$ cat src/rtl/mem_stage_pkg.sv
// Shared widths, aluop codes, FSM states and op decode for the memory stage.
// Define MEM_LWLR_EN to decode LWL/LWR/SWL/SWR as memory operations.
package mem_stage_pkg;

    localparam int REG_W      = 32;
    localparam int REG_ADDR_W = 5;
    localparam int ALUOP_W    = 8;

    localparam logic WRITE_ENABLE  = 1'b1;
    localparam logic WRITE_DISABLE = 1'b0;

    localparam logic [ALUOP_W-1:0] EXE_NOP_OP = 8'b0000_0000;
    localparam logic [ALUOP_W-1:0] EXE_LB_OP  = 8'b1110_0000;
    localparam logic [ALUOP_W-1:0] EXE_LH_OP  = 8'b1110_0001;
    localparam logic [ALUOP_W-1:0] EXE_LWL_OP = 8'b1110_0010;
    localparam logic [ALUOP_W-1:0] EXE_LW_OP  = 8'b1110_0011;
    localparam logic [ALUOP_W-1:0] EXE_LBU_OP = 8'b1110_0100;
    localparam logic [ALUOP_W-1:0] EXE_LHU_OP = 8'b1110_0101;
    localparam logic [ALUOP_W-1:0] EXE_LWR_OP = 8'b1110_0110;
    localparam logic [ALUOP_W-1:0] EXE_SB_OP  = 8'b1110_1000;
    localparam logic [ALUOP_W-1:0] EXE_SH_OP  = 8'b1110_1001;
    localparam logic [ALUOP_W-1:0] EXE_SWL_OP = 8'b1110_1010;
    localparam logic [ALUOP_W-1:0] EXE_SW_OP  = 8'b1110_1011;
    localparam logic [ALUOP_W-1:0] EXE_SWR_OP = 8'b1110_1110;

    typedef enum logic [1:0] {ST_IDLE, ST_ACCESS, ST_DONE} state_t;

    typedef enum logic [2:0] {SZ_BYTE, SZ_HALF, SZ_WORD, SZ_LEFT, SZ_RIGHT} acc_size_t;

    typedef struct packed {
        logic      is_mem;
        logic      is_load;
        logic      no_wb;   // partial-word op in a build without support: never writes back
        acc_size_t size;
    } op_info_t;

    function automatic op_info_t decode_op(input logic [ALUOP_W-1:0] aluop);
        op_info_t info;
        info.is_mem  = 1'b0;
        info.is_load = 1'b0;
        info.no_wb   = 1'b0;
        info.size    = SZ_WORD;
        case (aluop)
            EXE_LB_OP, EXE_LBU_OP: begin
                info.is_mem = 1'b1; info.is_load = 1'b1; info.size = SZ_BYTE;
            end
            EXE_LH_OP, EXE_LHU_OP: begin
                info.is_mem = 1'b1; info.is_load = 1'b1; info.size = SZ_HALF;
            end
            EXE_LW_OP: begin
                info.is_mem = 1'b1; info.is_load = 1'b1; info.size = SZ_WORD;
            end
            EXE_SB_OP: begin info.is_mem = 1'b1; info.size = SZ_BYTE; end
            EXE_SH_OP: begin info.is_mem = 1'b1; info.size = SZ_HALF; end
            EXE_SW_OP: begin info.is_mem = 1'b1; info.size = SZ_WORD; end
`ifdef MEM_LWLR_EN
            EXE_LWL_OP: begin
                info.is_mem = 1'b1; info.is_load = 1'b1; info.size = SZ_LEFT;
            end
            EXE_LWR_OP: begin
                info.is_mem = 1'b1; info.is_load = 1'b1; info.size = SZ_RIGHT;
            end
            EXE_SWL_OP: begin info.is_mem = 1'b1; info.size = SZ_LEFT; end
            EXE_SWR_OP: begin info.is_mem = 1'b1; info.size = SZ_RIGHT; end
`else
            EXE_LWL_OP, EXE_LWR_OP, EXE_SWL_OP, EXE_SWR_OP: info.no_wb = 1'b1;
`endif
            default: info.is_mem = 1'b0;
        endcase
        return info;
    endfunction

    // Partial-word (left/right) accesses are never misaligned by construction.
    function automatic logic misaligned(input acc_size_t size, input logic [1:0] a);
        return ((size == SZ_HALF) && a[0]) || ((size == SZ_WORD) && (a != 2'b00));
    endfunction

endpackage

$ cat src/rtl/mem_load_align.sv
// Load data alignment: byte/half lane select with sign/zero extension, plus LWL/LWR merge.
// Purely combinational; the LWL/LWR merge exists only when MEM_LWLR_EN is defined.
module mem_load_align
    import mem_stage_pkg::*;
(
    input  logic [ALUOP_W-1:0] aluop,
    input  logic [1:0]         addr_lo,
    input  logic [REG_W-1:0]   rdata,
    input  logic [REG_W-1:0]   reg2,
    output logic [REG_W-1:0]   data_o
);

    logic [7:0]  byte_v;
    logic [15:0] half_v;

    // Big-endian: the lowest address holds the most significant byte.
    always_comb begin
        case (addr_lo)
            2'b00:   byte_v = rdata[31:24];
            2'b01:   byte_v = rdata[23:16];
            2'b10:   byte_v = rdata[15:8];
            default: byte_v = rdata[7:0];
        endcase
        half_v = addr_lo[1] ? rdata[15:0] : rdata[31:16];
    end

    always_comb begin
        data_o = rdata;
        case (aluop)
            EXE_LB_OP:  data_o = {{24{byte_v[7]}}, byte_v};
            EXE_LBU_OP: data_o = {24'h0, byte_v};
            EXE_LH_OP:  data_o = {{16{half_v[15]}}, half_v};
            EXE_LHU_OP: data_o = {16'h0, half_v};
`ifdef MEM_LWLR_EN
            EXE_LWL_OP: begin
                case (addr_lo)
                    2'b00:   data_o = rdata;
                    2'b01:   data_o = {rdata[23:0], reg2[7:0]};
                    2'b10:   data_o = {rdata[15:0], reg2[15:0]};
                    default: data_o = {rdata[7:0], reg2[23:0]};
                endcase
            end
            EXE_LWR_OP: begin
                case (addr_lo)
                    2'b00:   data_o = {reg2[31:8], rdata[31:24]};
                    2'b01:   data_o = {reg2[31:16], rdata[31:16]};
                    2'b10:   data_o = {reg2[31:24], rdata[31:8]};
                    default: data_o = rdata;
                endcase
            end
`endif
            default: data_o = rdata;
        endcase
    end

`ifndef MEM_LWLR_EN
    logic unused_reg2;
    assign unused_reg2 = ^reg2;
`endif

endmodule

$ cat src/rtl/mem_stage.sv
// MIPS memory stage: issues one data-bus access per load/store and stalls the pipe until ack or timeout.
// Define MEM_LWLR_EN to support LWL/LWR/SWL/SWR; TIMEOUT=0 waits forever for dbus_ack.
module mem_stage
    import mem_stage_pkg::*;
#(
    parameter int TIMEOUT = 0
) (
    input  logic                  clk,
    input  logic                  rst,
    input  logic [5:0]            stall,
    input  logic [REG_ADDR_W-1:0] mem_wd,
    input  logic                  mem_wreg,
    input  logic [REG_W-1:0]      mem_wdata,
    input  logic [REG_W-1:0]      mem_hi,
    input  logic [REG_W-1:0]      mem_lo,
    input  logic                  mem_whilo,
    input  logic [ALUOP_W-1:0]    mem_aluop,
    input  logic [REG_W-1:0]      mem_mem_addr,
    input  logic [REG_W-1:0]      mem_reg2,
    output logic [REG_ADDR_W-1:0] wd_o,
    output logic                  wreg_o,
    output logic [REG_W-1:0]      wdata_o,
    output logic [REG_W-1:0]      hi_o,
    output logic [REG_W-1:0]      lo_o,
    output logic                  whilo_o,
    output logic                  dbus_req,
    output logic                  dbus_we,
    output logic [REG_W-1:0]      dbus_addr,
    output logic [3:0]            dbus_sel,
    output logic [REG_W-1:0]      dbus_wdata,
    input  logic                  dbus_ack,
    input  logic [REG_W-1:0]      dbus_rdata,
    output logic                  stallreq,
    output logic                  addr_err_o,
    output logic                  bus_err_o
);

    localparam int CNT_W = (TIMEOUT > 0) ? $clog2(TIMEOUT + 1) : 1;

    op_info_t         info;
    logic [1:0]       a_lo;
    logic             addr_err;
    logic             go;
    logic [3:0]       sel_c;
    logic [REG_W-1:0] wdat_c;
    logic [REG_W-1:0] ld_data;
    logic             timeout_hit;

    state_t           state_q, state_d;
    logic             dbus_req_q, dbus_req_d;
    logic             dbus_we_q, dbus_we_d;
    logic [REG_W-1:0] dbus_addr_q, dbus_addr_d;
    logic [3:0]       dbus_sel_q, dbus_sel_d;
    logic [REG_W-1:0] dbus_wdata_q, dbus_wdata_d;
    logic [REG_W-1:0] data_q, data_d;
    logic             ld_q, ld_d;
    logic             abort_q, abort_d;
    logic [CNT_W-1:0] cnt_q, cnt_d;

    assign info     = decode_op(mem_aluop);
    assign a_lo     = mem_mem_addr[1:0];
    assign addr_err = info.is_mem && misaligned(info.size, a_lo);
    assign go       = info.is_mem && !addr_err;

    always_comb begin
        sel_c  = 4'b0000;
        wdat_c = mem_reg2;
        case (info.size)
            SZ_BYTE: begin
                wdat_c = {4{mem_reg2[7:0]}};
                case (a_lo)
                    2'b00:   sel_c = 4'b1000;
                    2'b01:   sel_c = 4'b0100;
                    2'b10:   sel_c = 4'b0010;
                    default: sel_c = 4'b0001;
                endcase
            end
            SZ_HALF: begin
                wdat_c = {2{mem_reg2[15:0]}};
                sel_c  = a_lo[1] ? 4'b0011 : 4'b1100;
            end
            SZ_WORD: sel_c = 4'b1111;
`ifdef MEM_LWLR_EN
            // Left/right loads fetch the whole word and merge in mem_load_align.
            SZ_LEFT: begin
                case (a_lo)
                    2'b00:   begin sel_c = 4'b1111; wdat_c = mem_reg2; end
                    2'b01:   begin sel_c = 4'b0111; wdat_c = {8'h0, mem_reg2[31:8]}; end
                    2'b10:   begin sel_c = 4'b0011; wdat_c = {16'h0, mem_reg2[31:16]}; end
                    default: begin sel_c = 4'b0001; wdat_c = {24'h0, mem_reg2[31:24]}; end
                endcase
                if (info.is_load) sel_c = 4'b1111;
            end
            SZ_RIGHT: begin
                case (a_lo)
                    2'b00:   begin sel_c = 4'b1000; wdat_c = {mem_reg2[7:0], 24'h0}; end
                    2'b01:   begin sel_c = 4'b1100; wdat_c = {mem_reg2[15:0], 16'h0}; end
                    2'b10:   begin sel_c = 4'b1110; wdat_c = {mem_reg2[23:0], 8'h0}; end
                    default: begin sel_c = 4'b1111; wdat_c = mem_reg2; end
                endcase
                if (info.is_load) sel_c = 4'b1111;
            end
`endif
            default: sel_c = 4'b0000;
        endcase
    end

    mem_load_align u_load_align (
        .aluop   (mem_aluop),
        .addr_lo (a_lo),
        .rdata   (dbus_rdata),
        .reg2    (mem_reg2),
        .data_o  (ld_data)
    );

    // Ack wins over timeout when both land in the same cycle.
    assign timeout_hit = (TIMEOUT > 0) && (state_q == ST_ACCESS) && !dbus_ack
                         && (cnt_q == CNT_W'(TIMEOUT));

    always_comb begin
        state_d      = state_q;
        dbus_req_d   = dbus_req_q;
        dbus_we_d    = dbus_we_q;
        dbus_addr_d  = dbus_addr_q;
        dbus_sel_d   = dbus_sel_q;
        dbus_wdata_d = dbus_wdata_q;
        data_d       = data_q;
        ld_d         = ld_q;
        abort_d      = abort_q;
        cnt_d        = cnt_q;
        case (state_q)
            ST_IDLE: begin
                if (go) begin
                    state_d      = ST_ACCESS;
                    dbus_req_d   = 1'b1;
                    dbus_we_d    = !info.is_load;
                    dbus_addr_d  = {mem_mem_addr[REG_W-1:2], 2'b00};
                    dbus_sel_d   = sel_c;
                    dbus_wdata_d = wdat_c;
                    ld_d         = info.is_load;
                    abort_d      = 1'b0;
                    cnt_d        = '0;
                end
            end
            ST_ACCESS: begin
                if (dbus_ack) begin
                    state_d    = ST_DONE;
                    data_d     = ld_data;
                    dbus_req_d = 1'b0;
                    dbus_we_d  = 1'b0;
                    dbus_sel_d = 4'b0000;
                end else if (timeout_hit) begin
                    state_d    = ST_DONE;
                    abort_d    = 1'b1;
                    dbus_req_d = 1'b0;
                    dbus_we_d  = 1'b0;
                    dbus_sel_d = 4'b0000;
                end else if (TIMEOUT > 0) begin
                    cnt_d = cnt_q + CNT_W'(1);
                end
            end
            ST_DONE: begin
                if (!stall[4]) state_d = ST_IDLE;
            end
            default: state_d = ST_IDLE;
        endcase
    end

    always_ff @(posedge clk) begin
        if (rst) begin
            state_q      <= ST_IDLE;
            dbus_req_q   <= 1'b0;
            dbus_we_q    <= 1'b0;
            dbus_addr_q  <= '0;
            dbus_sel_q   <= 4'b0000;
            dbus_wdata_q <= '0;
            data_q       <= '0;
            ld_q         <= 1'b0;
            abort_q      <= 1'b0;
            cnt_q        <= '0;
        end else begin
            state_q      <= state_d;
            dbus_req_q   <= dbus_req_d;
            dbus_we_q    <= dbus_we_d;
            dbus_addr_q  <= dbus_addr_d;
            dbus_sel_q   <= dbus_sel_d;
            dbus_wdata_q <= dbus_wdata_d;
            data_q       <= data_d;
            ld_q         <= ld_d;
            abort_q      <= abort_d;
            cnt_q        <= cnt_d;
        end
    end

    assign dbus_req   = dbus_req_q;
    assign dbus_we    = dbus_we_q;
    assign dbus_addr  = dbus_addr_q;
    assign dbus_sel   = dbus_sel_q;
    assign dbus_wdata = dbus_wdata_q;

    assign stallreq = !rst && (((state_q == ST_IDLE) && go) || (state_q == ST_ACCESS));

    always_comb begin
        wd_o       = mem_wd;
        wreg_o     = mem_wreg;
        wdata_o    = mem_wdata;
        hi_o       = mem_hi;
        lo_o       = mem_lo;
        whilo_o    = mem_whilo;
        addr_err_o = 1'b0;
        bus_err_o  = 1'b0;
        case (state_q)
            ST_IDLE: begin
                if (info.no_wb || go) wreg_o = WRITE_DISABLE;
                if (addr_err) begin
                    addr_err_o = 1'b1;
                    wreg_o     = WRITE_DISABLE;
                end
            end
            ST_ACCESS: begin
                wreg_o    = WRITE_DISABLE;
                bus_err_o = timeout_hit;
            end
            ST_DONE: begin
                if (abort_q || !ld_q) wreg_o = WRITE_DISABLE;
                else                  wdata_o = data_q;
            end
            default: wreg_o = WRITE_DISABLE;
        endcase
        if (rst) begin
            wd_o       = '0;
            wreg_o     = WRITE_DISABLE;
            wdata_o    = '0;
            hi_o       = '0;
            lo_o       = '0;
            whilo_o    = 1'b0;
            addr_err_o = 1'b0;
            bus_err_o  = 1'b0;
        end
    end

    logic unused_stall;
    assign unused_stall = ^{stall[5], stall[3:0]};

endmodule

$ cat config.mk
export PLATFORM = sky130hd
export DESIGN_NAME = mem_stage
export DESIGN_NICKNAME = d
export VERILOG_FILES = /design/src/rtl/mem_stage_pkg.sv /design/src/rtl/mem_load_align.sv /design/src/rtl/mem_stage.sv
export SDC_FILE = /design/constraint.sdc
export NUM_CORES = 1
export LEC_CHECK = 0
export CAP_MARGIN = 30
export CORE_ASPECT_RATIO = 1.2
export CORE_MARGIN = 10
export CORE_UTILIZATION = 25
export CTS_CLUSTER_DIAMETER = 80
export DETAILED_ROUTE_END_ITERATION = 6
export DONT_BUFFER_PORTS = 1
export PLACE_DENSITY = 0.41
export SLEW_MARGIN = 25
export SYNTH_ARGS = -nofsm -noshare
export SYNTH_HDL_FRONTEND = slang
export SYNTH_HIERARCHICAL = 1
export SYNTH_SLANG_ARGS = --single-unit
$ cat constraint.sdc
create_clock -name clk -period 2.3 [get_ports clk]
set_input_delay 0.23 -clock clk [delete_from_list [all_inputs] [get_ports clk]]
set_output_delay 0.23 -clock clk [all_outputs]
set_load 0.01 [all_outputs]
==> results_dict.tcl, run 1 <==
set metrics [dict create \
    nFillCells 2672 \
    finalSetupViolCount 0 \
    crit_arrival_ns 1.85 \
    synth_cell_type_count 50 \
    fin_crit_sh 0.906 \
    io_buffer_count 0 \
    die_h_um 192 \
    clk_path_buf_depth 2 \
    grt.met3_usage 0.0786 \
    dieArea_um2 31400 \
    multi_input_area_um2 3680 \
    worstPathCellList "nor2b_1 -> and2_1 -> buf_4 -> nand2_1 -> a21oi_1" \
    cts_inserted_buffers 9 \
    worstSetupPathType "reg -> out" \
    dp_hpwl_um 21800 \
    worst_setup_path_end_kind "output port" \
    rsz0062_at_grt "false" \
    relSlewSlack 0.545 \
    final_common_cell "nand2_1" \
    tns_ns 0 \
    cts_max_level 3 \
    clkSinkCount 103 \
    ios 392 \
    grt_max_degree 107 \
    cp_max_fo 20 \
    mostFrequentLayoutCells "nand2_1 (156), a21oi_1 (135), dfxtp_1 (102)" \
    vias_per_cell 5.32 \
    critPathLaunchType "flop" \
    ys_seq_elements 103 \
    synthCells 827 \
    drive_gt1_frac 0.0937 \
    final_hold_viol_count 0 \
    leakage_nw 2.35 \
    min_path_type "in -> reg" \
    seq_area_um2 2060 \
    insertion_delay_ns 0.36 \
    grt_pass1_wl_um 41900 \
    ys_seq_area_frac 0.334 \
    fmax_mhz 480 \
    die_x_um 163 \
    power_density_nw_per_um2 548 \
    start_util 0.256 \
    grt-ovfl-total 0 \
    min_period_ns 2.08 \
    netlist_area_um2 6170 \
    gp_congestion 0.815 \
    core_area_um2 24100 \
    slowest_delay_ns 0.40 \
    route.detailed.drc 0 \
    routed_wl_um 29300 \
    postSynthAreaPerCell_um2 7.46 \
    top_usage_layer "met2" \
    area_delta_synth_final_pct 13.2 \
    grt_antenna_before_repair 8 \
    drt_iter0_markers 313 \
    dr.pass1.iters 4 \
    status "complete, no violations" \
    yosysWarnings 6 \
    tightestPinTransition_ns 0.681 \
    cts_tree "yes" \
    drv_slew 0 \
    placementRows 62 \
    timing.hold.ws_ns 0.0178 \
    vdd_drop_max_mv 0.330 \
    wl_per_cell_um 25.8 \
    grt_pass1_vias 6199 \
    clk_pin_slew_worst_paths_ns 0.07 \
    num_vias 6026 \
    clockRootBuffer "clkbuf_16" \
    antenna_left 0 \
    gr-usage-all-layers 0.176 \
    clock_skew_ns 0.00552 \
    cap_violations 0 \
    num-nets-final 1023 \
    reg2reg_slack_ns 0.64 \
    required_ns 2.07 \
    grt_use_met2 0.305 \
    grtUsageMet1 0.188 \
    slowest_stage "dfxtp_2" \
]
==> where the power goes <==
group | leakage (nW) | switching [mW] | total (mW) | internal (mW)
registers | 0.831 | 0.0201 | 1.82 | 1.80
logic | 1.39 | 0.310 | 0.525 | 0.215
clock network | 0.125 | 0.723 | 1.48 | 0.759
==> critical path, delay by kind of cell (launching register included) <==
kind	cells	cell delay [ns]
DFF	1	0.40
buffers and inverters	1	0.27
AOI/OAI and AO/OA	1	0.27
and+or+nand+nor	3	0.56
==> routing by layer <==
layer | vias up | part of all wire
met3 | 33 | 0.11
met5 | - | 0
met4 | 0 | 0.020
met1 | 2830 | 0.37
met2 | 301 | 0.50
li1 | 2862 | -
==> state kept, by name, summed over array words and instances (netlist names) <==
| register | flops |
|---|---|
| data_q | 32 |
| dbus_addr | 30 |
| dbus_req | 1 |
| dbus_sel | 4 |
| dbus_wdata | 32 |
| dbus_we | 1 |
| ld_q | 1 |
| state_q | 2 |
==> what timing repair did <==
item / CTS / global route
gates resized for setup: 0 / 2
hold endpoints to repair: 94 / 0
hold buffers: 20 / 0
endpoints found under the setup margin: 0 / 4
setup buffers: 0 / 0
==> layout make-up <==
| type | instances | area share |
|---|---|---|
| diodes | 2 | 0.000717 |
| clock inverters | 3 | 0.00287 |
| flip-flops and latches | 103 | 0.295 |
| multi-input cells | 623 | 0.526 |
| well taps | 320 | 0.0573 |
| clock buffers | 12 | 0.0353 |
| repair buffers | 58 | 0.0756 |
| inverters | 12 | 0.00645 |
==> synth_stat cells (all sizes together) <==
cell type	count	area [um2]
o21a	2	15.0
nand2	156	586
mux2i	23	230
a22o	1	8.76
o211ai	8	60.1
nand2b	13	81.3
a21o	1	7.51
a21boi	1	7.51
o41ai	8	70.1
a211o	9	78.8
o21ai	41	205
dfxtp	103	2060
mux2	3	33.8
mux4	8	180
buf	36	210
a221oi	9	85.1
nand4b	1	15.0
conb	1	3.75
o2bb2ai	23	201
a22oi	1	7.51
clkbuf	55	208
or3	2	17.5
nand3	40	200
a21oi	137	689
nor2b	73	457
and2	1	6.26
or2	3	18.8
o22ai	8	50.1
nand4bb	1	11.3
a2111o	1	11.3
nor4	8	50.1
clkinv	1	3.75
inv	11	41.3
and3	1	6.26
a211oi	8	60.1
nor2	9	48.8
nor3	11	60.1
a221o	1	10.0
a311oi	8	70.1
==> kinds of logic (layout without fill, tap and decap cells) <==
group,after synthesis,count (layout),share of synthesized area
AOI/OAI and AO/OA,267,267,0.266
buffers and inverters,103,85,0.0750
DFF,103,103,0.334
muxes,34,34,0.0720
other,1,5,0.000608
and+or+nand+nor,319,319,0.253
==> worst paths after layout <==
path / to / from / cells past startpoint
worst max-delay path: wdata_o[7] / state_q[1]$_SDFFE_PP0P_ / 5
worst min-delay path: dbus_addr[27]$_SDFFE_PP0P_ / mem_mem_addr[27] / 2
worst max register to register: data_q[28]$_SDFFE_PP0P_ / state_q[0]$_SDFFE_PP0P_ / 5
worst min register to register: data_q[9]$_SDFFE_PP0P_ / data_q[9]$_SDFFE_PP0P_ / 2
==> per-stage QoR <==
stage,instances,worst slack [ns],utilization,area (um2),power [mW]
floorplan,829,0.560,-,6180,2.29
global placement,1096,0.382,0.269,6490,2.33
detailed placement,1096,0.364,0.269,6490,2.33
CTS,1131,0.0895,0.289,6970,3.91
global route,1133,0.0697,0.289,6980,4.02
finish,1133,0.216,0.289,6980,3.82
(Power assumes the default switching activity.)
==> run 2: changes to the inputs <==
Settings changed: CORE_AREA set to 10 10 143 145, CORE_ASPECT_RATIO 1.2 to unset, CORE_MARGIN 10 to unset, CORE_UTILIZATION 25 to unset, DIE_AREA set to 0 0 153 155, PLACE_DENSITY 0.41 to 0.52.
==> run 2 against run 1 <==
Compared with the run above: sequential share of layout area rose by 1.6 points; power rose by 2.3%; die area fell by 24%; cell count fell by 11%; global-route usage rose by 2.4 points; highest routed layer is now met5.
==> results_dict.tcl, run 2 (same netlist as run 1, synthesis figures left out) <==
set metrics [dict create \
    critPathLaunchType "flop" \
    required_ns 2.07 \
    cts_inserted_buffers 9 \
    swShare 0.273 \
    vias_per_cell 5.81 \
    leakage_nw 2.22 \
    tns_ns 0 \
    status "complete, no violations" \
    cp_max_fo 32 \
    worstSetupPathType "reg -> out" \
    antenna_left 0 \
    die_x_um 153 \
    relSlewSlack 0.480 \
    wl_per_cell_um 25.0 \
    worst_setup_path_end_kind "output port" \
    gr-usage-all-layers 0.199 \
    rsz0062_at_grt "false" \
    drive_gt1_frac 0.0746 \
    share_seq_of_total_power 0.465 \
    num-nets-final 989 \
    crit_buf_inv 1 \
    nFillCells 1903 \
    clk_pin_slew_worst_paths_ns 0.08 \
    cap_violations 0 \
    clkSinkCount 103 \
    dieArea_um2 23700 \
    gp_congestion 0.827 \
    dp_hpwl_um 18900 \
    start_util 0.349 \
    clockPowerShare 0.414 \
    io_buffer_count 0 \
    slowest_delay_ns 0.43 \
    p_comb_frac 0.122 \
    num_vias 5847 \
    vdd_drop_max_mv 0.325 \
    mostFrequentLayoutCells "nand2_1 (156), a21oi_1 (136), dfxtp_1 (103)" \
    power.internal_mw 2.84 \
    ios 392 \
    worst-path-stages 5 \
    cp_top_family "simple AND/OR/NAND/NOR gates" \
    grt_pass1_vias 5959 \
    dr.pass1.iters 7 \
    finalSetupViolCount 0 \
    drt_iter0_markers 449 \
    final_common_cell "nand2_1" \
    fmax_mhz 478 \
    route.detailed.drc 0 \
    power_density_nw_per_um2 591 \
    tightestPinTransition_ns 0.780 \
    min_period_ns 2.09 \
    p_sw_mw 1.07 \
    fin_crit_sh 0.910 \
    slowest_stage "dfxtp_1" \
    clockRootBuffer "clkbuf_16" \
    ff2ff_path_depth 4 \
    grt-ovfl-total 0 \
    routed_wl_um 25200 \
    grt_max_degree 107 \
    die_h_um 155 \
    clock_skew_ns 0.0139 \
    insertion_delay_ns 0.37 \
    clk_path_buf_depth 2 \
    crit_arrival_ns 1.86 \
    grt_pass1_wl_um 38000 \
    min_path_type "in -> reg" \
    cts_tree "yes" \
    drv_slew 0 \
    area_delta_synth_final_pct 7.22 \
    worstPathCellList "nor2b_1 -> and2_1 -> buf_6 -> nand2_1 -> a21oi_1" \
    cts_max_level 3 \
    grt_antenna_before_repair 5 \
    final_hold_viol_count 0 \
    holdPathStages 2 \
    placementRows 49 \
    utilization 0.375 \
    core_area_um2 17700 \
]
==> run 2: power by group through the flow <==
stage / Sequential [mW] / Combinational (mW) / Clock, mW
after global placement: 1.86 / 0.444 / 0
after floorplan: 1.85 / 0.434 / 0
after CTS: 1.82 / 0.482 / 1.66
after global routing: 1.82 / 0.524 / 1.73
after detailed placement: 1.86 / 0.444 / 0
final: 1.82 / 0.477 / 1.62
==> run 2: worst paths after layout <==
check / endpoint / from / slack (ns)
min reg2reg: data_q[5]$_SDFFE_PP0P_ / data_q[5]$_SDFFE_PP0P_ / 0.46
max: wdata_o[6] / state_q[1]$_SDFFE_PP0P_ / 0.21
min: dbus_addr[5]$_SDFFE_PP0P_ / mem_mem_addr[5] / 0.006
max reg2reg: dbus_wdata[18]$_SDFFE_PP0P_ / state_q[1]$_SDFFE_PP0P_ / 0.64
==> run 2: routing by layer <==
metal  GRT usage  up-vias  share of wire
met1       0.223     2737           0.38
met5           0        -        0.00052
li1            -     2801              -
met2       0.350      268           0.51
met3      0.0659       39          0.081
met4      0.0618        2          0.022
==> run 2: layout make-up <==
type,instances,area [um2],share of cell area
repair buffers,24,246,0.0373
inverters,12,45.0,0.00681
flip-flops and latches,103,2060,0.312
well taps,229,287,0.0433
clock buffers,9,225,0.0341
clock inverters,6,75.1,0.0114
multi-input cells,623,3670,0.555
diodes,1,2.50,0.000378
==> run 2: timing repair <==
item / CTS / global route
hold buffers: 3 / 0
hold endpoints to repair: 94 / 0
buffers inserted: 0 / 0
resized for setup: 0 / 1
endpoints found under the setup margin: 0 / 9
==> run 2: through the flow <==
step                      cells  hold slack (ns)  cell area, um2  total power [mW]  setup slack [ns]
after floorplan             829            0.370            6180              2.29             0.560
after global placement      988            0.333            6260              2.30             0.461
after detailed placement    988            0.336            6260              2.30             0.437
after CTS                  1006         0.000448            6610              3.96             0.102
after global routing       1006          0.00452            6610              4.07            0.0492
final                      1007          0.00615            6610              3.91             0.206
